==> src/rtl/mod_reduce_pkg.sv <==
// Shared types and helpers for the sequential modular reducer.
package mod_reduce_pkg;

    typedef enum logic [1:0] {
        IDLE = 2'd0,
        RUN  = 2'd1,
        DONE = 2'd2
    } state_t;

    // Ceiling log2; used to size the bit counter.
    function automatic int clog2(input int value);
        int result;
        result = 0;
        for (int unsigned i = 0; i < 32; i++) begin
            if ((64'd1 << i) < 64'(value)) begin
                result = int'(i) + 1;
            end
        end
        return result;
    endfunction

endpackage

==> src/rtl/mod_reduce_seq_adder.sv <==
// Modular adder: sum = (a + b) mod q for inputs a < q and b <= q.
module mod_adder #(
    parameter int BITWIDTH = 32
) (
    input  logic [BITWIDTH-1:0] a,
    input  logic [BITWIDTH-1:0] b,
    input  logic [BITWIDTH-1:0] q,
    output logic [BITWIDTH-1:0] sum
);

    logic [BITWIDTH:0] sum_ext;
    logic [BITWIDTH:0] q_ext;

    assign sum_ext = {1'b0, a} + {1'b0, b};
    assign q_ext   = {1'b0, q};

    // Inputs bounded by q keep sum_ext below 2q, so one subtract is enough.
    always_comb begin
        sum = sum_ext[BITWIDTH-1:0];
        if (sum_ext >= q_ext) begin
            sum = BITWIDTH'(sum_ext - q_ext);
        end
    end

endmodule

==> src/rtl/mod_reduce_seq.sv <==
// Bit-serial operand mod Q reducer, MSB first, valid/ready on both sides.
// Optional leading-zero skip enabled by defining MOD_REDUCE_SKIP_LZ_EN.
module mod_reduce_seq
    import mod_reduce_pkg::*;
#(
    parameter int BITWIDTH = 32,
    parameter int IN_WIDTH = 2 * BITWIDTH
) (
    input  logic                iClk,
    input  logic                iRstN,
    input  logic                iValid,
    output logic                oReady,
    input  logic [IN_WIDTH-1:0] iData,
    input  logic [BITWIDTH-1:0] iQ,
    output logic                oValid,
    input  logic                iReady,
    output logic [BITWIDTH-1:0] oData
);

    localparam int CNT_W = (clog2(IN_WIDTH) > 0) ? clog2(IN_WIDTH) : 1;

    state_t              state;
    state_t              state_next;
    logic [IN_WIDTH-1:0] shreg;
    logic [BITWIDTH-1:0] r;
    logic [BITWIDTH-1:0] q_lat;
    logic [BITWIDTH-1:0] r_plus_b;
    logic [BITWIDTH-1:0] r_next;
    logic [CNT_W-1:0]    cnt;
    logic                accept;

`ifdef MOD_REDUCE_SKIP_LZ_EN
    function automatic int unsigned msb_index(input logic [IN_WIDTH-1:0] value);
        int unsigned idx;
        idx = 0;
        for (int unsigned i = 0; i < IN_WIDTH; i++) begin
            if (value[i]) begin
                idx = i;
            end
        end
        return idx;
    endfunction

    int unsigned lead;
    assign lead = msb_index(iData);
`endif

    assign oReady = (state == IDLE);
    assign accept = iValid && oReady;

    // r < q_lat keeps r + bit within BITWIDTH bits.
    assign r_plus_b = r + BITWIDTH'(shreg[IN_WIDTH-1]);

    mod_adder #(
        .BITWIDTH(BITWIDTH)
    ) u_adder (
        .a  (r),
        .b  (r_plus_b),
        .q  (q_lat),
        .sum(r_next)
    );

    always_ff @(posedge iClk or negedge iRstN) begin
        if (!iRstN) begin
            state <= IDLE;
        end else begin
            state <= state_next;
        end
    end

    always_comb begin
        state_next = state;
        case (state)
            IDLE: begin
                if (accept) begin
`ifdef MOD_REDUCE_SKIP_LZ_EN
                    state_next = (iData == '0) ? DONE : RUN;
`else
                    state_next = RUN;
`endif
                end
            end
            RUN: begin
                if (cnt == '0) begin
                    state_next = DONE;
                end
            end
            DONE: begin
                if (iReady) begin
                    state_next = IDLE;
                end
            end
            default: state_next = IDLE;
        endcase
    end

    always_ff @(posedge iClk or negedge iRstN) begin
        if (!iRstN) begin
            shreg  <= '0;
            r      <= '0;
            q_lat  <= '0;
            cnt    <= '0;
            oData  <= '0;
            oValid <= 1'b0;
        end else begin
            case (state)
                IDLE: begin
                    if (accept) begin
                        q_lat <= iQ;
                        r     <= '0;
`ifdef MOD_REDUCE_SKIP_LZ_EN
                        if (iData == '0) begin
                            shreg  <= '0;
                            cnt    <= '0;
                            oData  <= '0;
                            oValid <= 1'b1;
                        end else begin
                            shreg <= iData << (IN_WIDTH - 1 - lead);
                            cnt   <= CNT_W'(lead);
                        end
`else
                        shreg <= iData;
                        cnt   <= CNT_W'(IN_WIDTH - 1);
`endif
                    end
                end
                RUN: begin
                    r     <= r_next;
                    shreg <= shreg << 1;
                    if (cnt == '0) begin
                        oData  <= r_next;
                        oValid <= 1'b1;
                    end else begin
                        cnt <= cnt - 1'b1;
                    end
                end
                DONE: begin
                    if (iReady) begin
                        oValid <= 1'b0;
                    end
                end
                default: oValid <= 1'b0;
            endcase
        end
    end

endmodule

==> config.mk <==
export PLATFORM = sky130hd
export DESIGN_NAME = mod_reduce_seq
export DESIGN_NICKNAME = d
export VERILOG_FILES = /design/src/rtl/mod_reduce_pkg.sv /design/src/rtl/mod_reduce_seq_adder.sv /design/src/rtl/mod_reduce_seq.sv
export SDC_FILE = /design/constraint.sdc
export NUM_CORES = 1
export LEC_CHECK = 0
export ABC_CLOCK_PERIOD_IN_PS = 7200
export CAP_MARGIN = 25
export CORE_AREA = 8 8 165 167
export DETAILED_ROUTE_END_ITERATION = 8
export DIE_AREA = 0 0 173 175
export HOLD_SLACK_MARGIN = 0.1
export PLACE_DENSITY = 0.68
export SLEW_MARGIN = 20
export SYNTH_ARGS = -nofsm -noshare
export SYNTH_HDL_FRONTEND = slang
export SYNTH_SLANG_ARGS = --single-unit
==> constraint.sdc <==
create_clock -name iClk -period 7.2 [get_ports iClk]
set_clock_uncertainty 0.15 [all_clocks]
set_input_delay 0.72 -clock iClk [delete_from_list [all_inputs] [get_ports iClk]]
set_output_delay 0.72 -clock iClk [all_outputs]
set_load 0.005 [all_outputs]
# Word level (Yosys, flattened, before mapping)
# Cells that the tools add are included.
# classes
n_div	0
n_addsub	4
n_shift	0
multipliers	0
reduce_logical	10
eq_ne	6
magnitude_cmp	1
bitwise_logic	1
muxes	15
# ops
operator	n
64-bit one-hot mux with 2 select lines	1
32-bit 2-to-1 mux	2
64-bit 2-to-1 mux	1
32-bit one-hot mux with 2 select lines	1
32-bit by 32-bit adder with 33-bit output	1
33-bit by 32-bit greater-or-equal comparator with 1-bit output	1
32-bit by 1-bit adder with 32-bit output	1
32-bit subtractor	1
6-bit 2-to-1 mux	2
6-bit one-hot mux with 2 select lines	1
3-bit AND reduction	3
6-bit zero test	1
2-bit 2-to-1 mux	3
2-bit != test (second input constant)	3
2-bit one-hot mux with 3 select lines	1
2-bit AND reduction	3
6-bit by 1-bit subtractor with 6-bit output (second input constant)	1
1-bit one-hot mux with 3 select lines	1
2-bit by 1-bit == test with 1-bit output (second input constant)	1
2-bit == test (second input constant)	1
2-bit zero test	1
1-bit 2-to-1 mux	2
2-bit by 1-bit != test with 1-bit output (second input constant)	1
2-bit nonzero test	1
2 further kinds	2
# word_totals
ram_bits	0
reg_bits	169
latchBits	0
romBits	0
out_inout_bits	34
elab_cells	44
memories	0

# Logic depth before layout (Yosys ltp)
# logic_depth
ltp_word	5
mapped_depth	34

# By module
# A second synthesis with hierarchy kept.
# unflattened
cells_unflattened	1173
hier_area_um2	11140.7
# by_module_without_submodules
module	area_per_inst_um2	cells_per_inst	seq_area_each_um2	n_inst
mod_reduce_seq	7473.4	684	4229.1	1
mod_adder	3667.3	489	0.0	1

# Least setup slack after synthesis
# No wires, ideal clock.
# synth_timing
path_type	register -> register
startpoint	reg r[0]
endpoint	reg oData[12]
path_stages_with_launch	31
n_path_buf	4
setup_slack_ns	0.789
t_arrival_ns	6.137
path_cell_list	dfrtp_1 ha_1 buf_2 and4_1 buf_4 inv_4 nor3_1 inv_1 ha_1 xor2_1 or3_1 a31oi_1 o21ai_0 nor3_1 nor2_1 o21ai_0 xnor2_1 ha_1 clkbuf_1 and4_1 nand3_1 or2_2 o21bai_1 a31oi_1 o41ai_2 and3_1 a21bo_4 buf_4 nand2_1 o21ai_1 mux2_2
# synth_via
elab_chain_cells	4
elab_cells_between_ends	5
classes_between	add/sub (3); order compare (1); mux (1)
# synth_rtl
element	line	rtl
start: declaration	mod_reduce_seq.sv:25	logic [BITWIDTH-1:0] r;
start signal: assignment	mod_reduce_seq.sv:128	r <= r_next;
32-bit by 1-bit adder with 32-bit output	mod_reduce_seq.sv:52	assign r_plus_b = r + BITWIDTH'(shreg[IN_WIDTH-1]);
32-bit by 32-bit adder with 33-bit output (*)	mod_reduce_seq_adder.sv:14	assign sum_ext = {1'b0, a} + {1'b0, b};
32-bit subtractor or 33-bit by 32-bit greater-or-equal comparator with 1-bit output (tied branches)	mod_reduce_seq_adder.sv:21, mod_reduce_seq_adder.sv:20	
32-bit 2-to-1 mux (*)	mod_reduce_seq_adder.sv:20	if (sum_ext >= q_ext) begin
end signal: assignment	mod_reduce_seq.sv:131	oData <= r_next;
end: declaration	mod_reduce_seq.sv:17	output logic [BITWIDTH-1:0] oData
# Every way passes the cells marked *; elsewhere a longest branch is shown, timed or not.
# A chain may end at the register's enable or synchronous reset.

# Final worst setup path
# layout_timing
startpoint	reg r[0]
endpoint	reg oData[4]
# Same word-level chain as after synthesis.

==> results.txt <==
Status - finished, final reports clean
Area of the die - 0.03028 sq mm
Cells after synthesis - 1318
Layout area overhead - 21.98%
Crit-path max cell delay - 0.42 ns
Top FF cell, synth - dfrtp_1
GRT overflow - 0
Clock Latency Late Sink - 0.44 ns
Syn Area/Cell - 8.625 sq um
Worst Path Arrival - 6.96 ns
Tmin final - 6.812 ns
Total clock sinks - 169
Via count - 9825
Startpoint Class - register
Iteration-0 DRC Markers - 750
Yosys warns - 0
CTS Root Cell - clkbuf_16
# setup viols final - 0
Largest net degree at the start of global routing - 73
Inserted Diodes - 0
CTS tree - done
Min-Delay Path Class - in -> async
Post-CTS Hold Buffers - 0
Number of global-route vias before repair - 9909
Layout cells sized above 1 - 8.151%
Place WS - 0.2279 ns
PortBufs - 133
Async SR Flop Fraction - 100.0%
I/O pin count - 134
Core Area - 0.02467 sq mm
WL final - 30450 microns
Post-DP HPWL - 23180 microns
Rows - 58
Maximum fanout along the worst path - 22
Net Count, Synth - 1484
Effective utilization at floorplan - 46.07%
Max Fclk - 146.8 MHz
Reg clk slew, reported paths - 0.07 ns
Sequential share of the synthesized area - 37.20%
Seq cells post-synth - 169
DR WL/cell - 17.01 microns
Mapped cell area - 0.01137 sq mm
Final Hold Fails - 0
H-tree depth - 4
Chip height - 175 microns
Drt drc - 0
Met2 usage - 32.48%
Antenna Nets Post-Route - 0
Final period util - 94.62%
Clock buffer count from CTS - 17
Top cell by count, worst path - buf_4
Clk buf depth - 2
Synth unique cells - 73
Final Net Count - 1613
WHS - 0.1269 ns
Routability congestion estimate - 0.9189
Gr usage total - 20.27%
Die Wd - 173 microns
Setup CP Type - reg -> reg
Via density - 5.489
Area occupied by multi-input gates - 0.006668 sq mm
Number of fill cells - 2296
Worst slew pin tran - 1.017 ns
Routing usage on met1 - 27.05%
Slowest CP cell - dfrtp_1
Met3 Use GR - 4.338%
Number of enable flip-flop cells after synthesis - 0
Critical path endpoint category - register
Reg area - 0.004229 sq mm
Pins Over Slew Limit - 0
Max_slew headroom - 32.19%
CP required - 7.34 ns
Initial antenna violation count - 0
MaxCap Viol Count - 0
First-pass GRT wire length - 50730 microns
Final WS setup - 0.3875 ns
Drt pass-1 iters - 5
Global route hottest layer - met2
routing by layer:
metal,vias up,wire length [microns]
li1,4886,-
met1,4609,14100
met2,273,13660
met3,57,1970
met4,0,729
met5,-,0
layout make-up:
class	count	share of cell area [%]
clock buffer	18	3.095
timing repair buffer	177	12.50
clock inverter	14	1.092
sequential	169	30.50
multi-input combinational	1018	48.09
inverter	64	1.751
tap	330	2.978
timing repair:
action / 4_1_cts / 5_1_grt
setup endpoints to repair: 0 / 64
resized for setup: 0 / 15
setup buffers: 0 / 1
synth_stat cells, types with 8 or more instances:
cell	instances	area, sq um
a21boi_0	9	67.56
xor2_1	47	411.6
nor3_1	23	115.1
nand4_1	17	106.4
o21ai_0	148	740.7
nor2_1	62	232.7
dfrtp_1	169	4229
and3_1	17	106.4
inv_1	61	229.0
o31ai_1	8	60.06
nand3_1	28	140.1
xnor2_1	43	376.6
a21o_1	17	127.6
mux2_2	10	112.6
or3_1	9	56.30
a21oi_1	56	280.3
o211ai_1	9	67.56
mux2i_1	90	900.9
nand2_1	216	810.8
clkbuf_1	52	195.2
o21ai_1	33	165.2
ha_1	65	813.3
through the flow:
step / std cells / utilization, % / cell area [sq um] / TNS [ns]
after floorplan: 1318 / - / 11370 / 0
after global placement: 1754 / 53.36 / 13170 / 0
after detailed placement: 1757 / 53.63 / 13230 / 0
after CTS: 1789 / 55.98 / 13810 / 0
after global routing: 1790 / 56.20 / 13870 / -0.001142
final: 1790 / 56.20 / 13870 / 0
flip-flops by register name, indices dropped and copies added, names as in the netlist:
name    cells
state       2
oValid      1
r          32
shreg      64
q_lat      32
cnt         6
oData      32
cell families after synthesis:
kind of cell | synth area share, %
buf+inv | 4.733
fa+ha+maj | 7.331
compound gates | 17.93
xor+xnor | 6.934
simple gates | 16.95
mux | 8.916
flops | 37.20
final timing paths:
kind / start / endpoint / slack, ns / cells past startpoint
setup / recovery: r[0] / oData[4] / 0.39 / 30
hold / removal: iRstN / oData[8] / 0.13 / 1
setup reg to reg: r[0] / oData[4] / 0.39 / 30
hold reg to reg: oData[1] / oData[1] / 0.33 / 2
max in group asynchronous: iRstN / oData[12] / 5.57 / 2
min in group iClk: oData[1] / oData[1] / 0.33 / 2
layout by cell type (no fill, tap or decap), types with 6 or more instances in the layout:
| cell | instances |
|---|---|
| o21ai_0 | 147 |
| a21boi_0 | 7 |
| nor2_1 | 62 |
| nand2_1 | 215 |
| buf_4 | 39 |
| a31oi_1 | 6 |
| nand4_1 | 17 |
| a21oi_1 | 56 |
| and4_1 | 6 |
| o21a_1 | 6 |
| dfrtp_1 | 169 |
| o21ai_1 | 33 |
| o211ai_1 | 9 |
| and3_1 | 17 |
| inv_8 | 6 |
| o31ai_1 | 8 |
| inv_1 | 61 |
| nand2b_1 | 7 |
| clkdlybuf4s50_1 | 132 |
| nor2b_1 | 6 |
| clkbuf_16 | 17 |
| mux2_2 | 10 |
| a211oi_1 | 6 |
| a22o_1 | 7 |
| mux2i_1 | 90 |
| or3_1 | 9 |
| xor2_1 | 46 |
| nor3_1 | 22 |
| a21o_1 | 17 |
| nand3_1 | 28 |
| ha_1 | 63 |
| xnor2_1 | 42 |
worst max-delay path: cells and delay by family, from the launching register on:
kind | cells | cell delay, ns
buffers and inverters | 7 | 0.92
XOR/XNOR | 2 | 0.37
AND/OR/NAND/NOR | 9 | 2.08
adder cells (fa/ha/maj) | 3 | 0.87
AO/OA/AOI/OAI | 8 | 1.63
flip-flops | 1 | 0.42
multiplexers | 1 | 0.20
Power is left out: the tool's default activity adds up to more than one toggle a clock period on the data nets, which glitch-free logic cannot reach.
==> edit 1 (same settings) <==
Re-encode `state_t` (3 states) as one-hot, 3 bits wide.
--- a/src/rtl/mod_reduce_pkg.sv
+++ b/src/rtl/mod_reduce_pkg.sv
@@ -1,10 +1,10 @@
 // Shared types and helpers for the sequential modular reducer.
 package mod_reduce_pkg;
 
-    typedef enum logic [1:0] {
-        IDLE = 2'd0,
-        RUN  = 2'd1,
-        DONE = 2'd2
+    typedef enum logic [2:0] {
+        IDLE = 3'b001,
+        RUN  = 3'b010,
+        DONE = 3'b100
     } state_t;
 
     // Ceiling log2; used to size the bit counter.
Formal check against the unedited RTL: same outputs for any inputs over 10 cycles, from zero or initial values and one cycle with iRstN low; not proved beyond that.
==> edit 1 against the unedited design <==
  * Design area shrank 3.8%
  * Largest cell class unchanged
  * Highest routed layer unchanged
  * First-iteration DRC count shrank 26%
  * Sequential share of layout area grew 1.4 points
  * Wire length shrank 2.0%
  * Area after synthesis shrank 3.5%
  * Setup slack gained 0.10 ns
  * Count of clock-buffer cells in the layout shrank 1
  * Sequential cell count grew 1
==> edit 1: results (changes against the unedited design) <==
status completed; Multi-In Gates 998 (-2.0%); crit path max-delay cell type a311oi_4; Mapped Nets 1,455 (-2.0%); clock sinks 170 (+0.59%); CP Data Arrival Time 6.89 ns (-0.07 ns); fraction of area in multi-input gates 47.36% (-0.72 points); Layout clock area frac 4.493% (+0.31 points); Post-Synthesis Cells 1,289 (-2.2%); Min-Delay Path Class reg2reg; fin worst setup slack 0.4876 ns (+0.1001 ns); DP Cell Count 1,708 (-2.8%); Non-clk invs 61 (-4.7%); register area 4255 um^2 (+0.62%); # hold bufs at CTS 1 (+1); met3 usage 5.590% (+1.3 points); actual slew at the worst max-slew pin 0.9216 ns (-0.09554 ns); buffering overhead 11.41% (-1.1 points); Util after Layout 54.06% (-2.1 points); clock buffer count 17 (-1); clock share of power 15.0%; Routed met2 length 13.29 mm (-2.7%); # fillers 2,329 (+1.4%); met2 Use GR 30.94% (-1.5 points); slowest stage delay, CP 0.49 ns (+0.07 ns); Commonest cells post-synth nand2_1, dfrtp_1, o21ai_0; first-pass GRT wire length 48.29 mm (-4.8%); Buffers excl. clock 154 (-13%); layout cells sized above 1 6.219% (-1.9 points); compound-cell area share of the yosys netlist 18.74% (+0.81 points); multiplexer share of the synthesized area 3.956% (-5.0 points); gpl congestion 0.8912 (-3.0%); 1st-iter DRT viols 553 (-26%); WL met3 1.909 mm (-3.1%); WL per Instance 17.10 um (+0.51%); met1 Use GR 25.21% (-1.8 points); worst r2r path cells 27 (-10%); Synth cell types 80 (+9.6%); worst hold slack 0.3280 ns (+0.2011 ns); Post-Synth Adder-Cell Area 7.593% (+0.26 points); post-synthesis xor/xnor area fraction 7.422% (+0.49 points); via count 9,581 (-2.5%); final wirelength 29.84 mm (-2.0%); cell area after placement 12,620 um^2 (-4.6%); vias in the first global route 9,465 (-4.5%); Met1 Wirelength 14.16 mm (+0.48%); Seq/Total Area, Yosys 38.78% (+1.6 points); Place WS 0.2067 ns (-0.02121 ns); top post-synthesis cells by area dfrtp_1, nand2_1, ha_1; R2R Path End oData[23]$_DFFE_PN0P_; pin count of the biggest net entering global routing 79 (+8.2%); final layout net count 1,568 (-2.8%)
-- edit 1: changes by cell type after synthesis, sizes merged, moves of 9 or more --
cell	unedited run	this run
a21oi	61	48
a22oi	2	63
mux2i	90	34
nand2	216	288
nand3	28	37
o21ai	181	129
xnor2	43	58
xor2	47	35
-- edit 1: how the worst max path moves through the flow --
stage	from	end	cells after the start
finish	r[0]$_DFFE_PN0P_	oData[23]$_DFFE_PN0P_	27
global route	r[0]$_DFFE_PN0P_	oData[0]$_DFFE_PN0P_	26
CTS	r[0]$_DFFE_PN0P_	oData[3]$_DFFE_PN0P_	26
detailed placement	r[0]$_DFFE_PN0P_	oData[3]$_DFFE_PN0P_	26
global placement	r[0]$_DFFE_PN0P_	oData[9]$_DFFE_PN0P_	26
floorplan	r[0]$_DFFE_PN0P_	oData[0]$_DFFE_PN0P_	30
==> edit 2 (same flow settings) <==
Without the edit above. `BITWIDTH` is set to 32 in 2 places; all go to 28.
--- a/src/rtl/mod_reduce_seq_adder.sv
+++ b/src/rtl/mod_reduce_seq_adder.sv
@@ -1,6 +1,6 @@
 // Modular adder: sum = (a + b) mod q for inputs a < q and b <= q.
 module mod_adder #(
-    parameter int BITWIDTH = 32
+    parameter int BITWIDTH = 28
 ) (
     input  logic [BITWIDTH-1:0] a,
     input  logic [BITWIDTH-1:0] b,
--- a/src/rtl/mod_reduce_seq.sv
+++ b/src/rtl/mod_reduce_seq.sv
@@ -3,7 +3,7 @@
 module mod_reduce_seq
     import mod_reduce_pkg::*;
 #(
-    parameter int BITWIDTH = 32,
+    parameter int BITWIDTH = 28,
     parameter int IN_WIDTH = 2 * BITWIDTH
 ) (
     input  logic                iClk,
Ports: changed (resized iData, iQ and oData); port bits go from 134 to 118. The function was not compared with the original's and may differ.
==> edit 2 against the unedited design <==
  * First-iteration DRC count decreased by 46%
  * Maximum frequency increased by 5.3%
  * Design area decreased by 12%
  * Critical path depth decreased by 6
  * Wire length decreased by 14%
  * Setup slack improved by 0.34 ns
  * Sequential cell count decreased by 20
  * Area after synthesis decreased by 11%
Power is not shown: default switching activity piles up to over one toggle a cycle in this logic, so the estimate is an artifact.
==> edit 2: results (changes against the unedited design) <==
clock buffer count 20 (+2); first-pass GRT wire length 43.19 mm (-15%); Seq/Total Area, Yosys 36.76% (-0.45 points); Port Buffer Count 117 (-12%); Synth cell types 79 (+8.2%); met3 usage 5.310% (+0.97 points); # fillers 2,359 (+2.7%); CTS Buffer Depth 2 (unchanged); WL met3 1.553 mm (-21%); Inserted Clock Buffers 17 (unchanged); buffering overhead 10.17% (-2.3 points); status completed; proportion of cell area occupied by registers 30.65% (+0.15 points); Place WS 0.7411 ns (+0.5132 ns); final layout net count 1,355 (-16%); via count 8,301 (-16%); actual slew at the worst max-slew pin 1.031 ns (+0.01395 ns); vias in the first global route 8,130 (-18%); fraction of area in multi-input gates 49.07% (+0.98 points); RR Startpoint r[0]$_DFFE_PN0P_; Mapped Nets 1,272 (-14%); Post-Synthesis Cells 1,126 (-15%); antenna violations before repair 2 (+2); gpl congestion 0.9543 (+3.9%); Layout clock area frac 5.122% (+0.93 points); Via density 5.349 (-2.6%); met2 Use GR 28.18% (-4.3 points); top post-synthesis cells by area dfrtp_1, mux2i_1, ha_1; Buffers excl. clock 122 (-31%); Slew Viols, Final 0 (unchanged); post-synthesis async set-or-reset flop share 100.0% (unchanged); Min-Delay Path Class in2async; CP Data Arrival Time 6.61 ns (-0.35 ns); Routed met2 length 12.44 mm (-8.9%); post-CTS setup buffer count 0 (unchanged); H-tree depth 4 (unchanged); Multi-In Gates 868 (-15%); final wirelength 26.26 mm (-14%); Largest Register shreg; GRT Total Usage 17.32% (-2.9 points); Non-clk invs 51 (-20%); CP Max Fanout 15 (-32%); Worst-Skew Late Latency 0.44 ns (about the same); Clk pin slew, worst setup/hold paths 0.07 ns (about the same); pin count of the biggest net entering global routing 126 (+73%); highest routed layer met5; Met1 Wirelength 11.81 mm (-16%); layout cells sized above 1 6.547% (-1.6 points); DP Cell Count 1,519 (-14%); flip-flop count of the largest register after layout 56 (-13%); setup violators final 0 (unchanged); design area 12,170 um^2 (-12%); Commonest cells post-synth nand2_1, dfrtp_1, o21ai_0; 1st-iter DRT viols 405 (-46%); seq_cells 149 (-12%); HPWL Detailed 19.40 mm (-16%); met1 Use GR 22.11% (-4.9 points)
## edit 2: changes by cell type after synthesis, moves of 12 or more
cell     delta
o21ai_0    -43
nand2_1    -31
a21oi_1    -22
nor2_1     -22
dfrtp_1    -20
xor2_1     -18
xnor2_1    +13
nor3_1     -12
## edit 2: kinds of logic after synthesis
kind of cell	Yosys count	synth area share, %
AND/OR/NAND/NOR	349	16.78
AO/OA/AOI/OAI	266	15.99
flip-flops	149	36.76
multiplexers	110	11.22
buffers and inverters	109	4.687
XOR/XNOR	85	7.339
adder cells (fa/ha/maj)	58	7.228
## edit 2: path summary, 6_finish.rpt
| path | to | slack, ns | depth (start not counted) |
|---|---|---|---|
| min reg2reg | shreg[32]$_DFFE_PN0P_ | 0.33 | 2 |
| max in group asynchronous | oData[13]$_DFFE_PN0P_ | 5.58 | 2 |
| min | shreg[10]$_DFFE_PN0P_ | 0.12 | 1 |
| max reg2reg | r[16]$_DFFE_PN0P_ | 0.73 | 24 |
| max | r[16]$_DFFE_PN0P_ | 0.73 | 24 |
| min in group iClk | shreg[32]$_DFFE_PN0P_ | 0.33 | 2 |
## edit 2: worst max-delay path, cell delays in order (launching register included)
cell	delay [ns]
dfrtp_1	0.40
ha_1	0.31
and4_4	0.36
inv_4	0.10
nor3_2	0.30
inv_1	0.09
ha_1	0.29
xnor2_1	0.31
nand4_1	0.20
o221a_2	0.30
a211oi_2	0.34
o21ai_0	0.18
xnor2_1	0.28
ha_1	0.34
a21oi_1	0.15
o21ai_1	0.12
or3_1	0.36
a211o_1	0.29
o211ai_1	0.18
nor2_1	0.10
a211oi_2	0.29
o21ai_4	0.24
buf_4	0.30
mux2i_1	0.26
o21ai_1	0.09
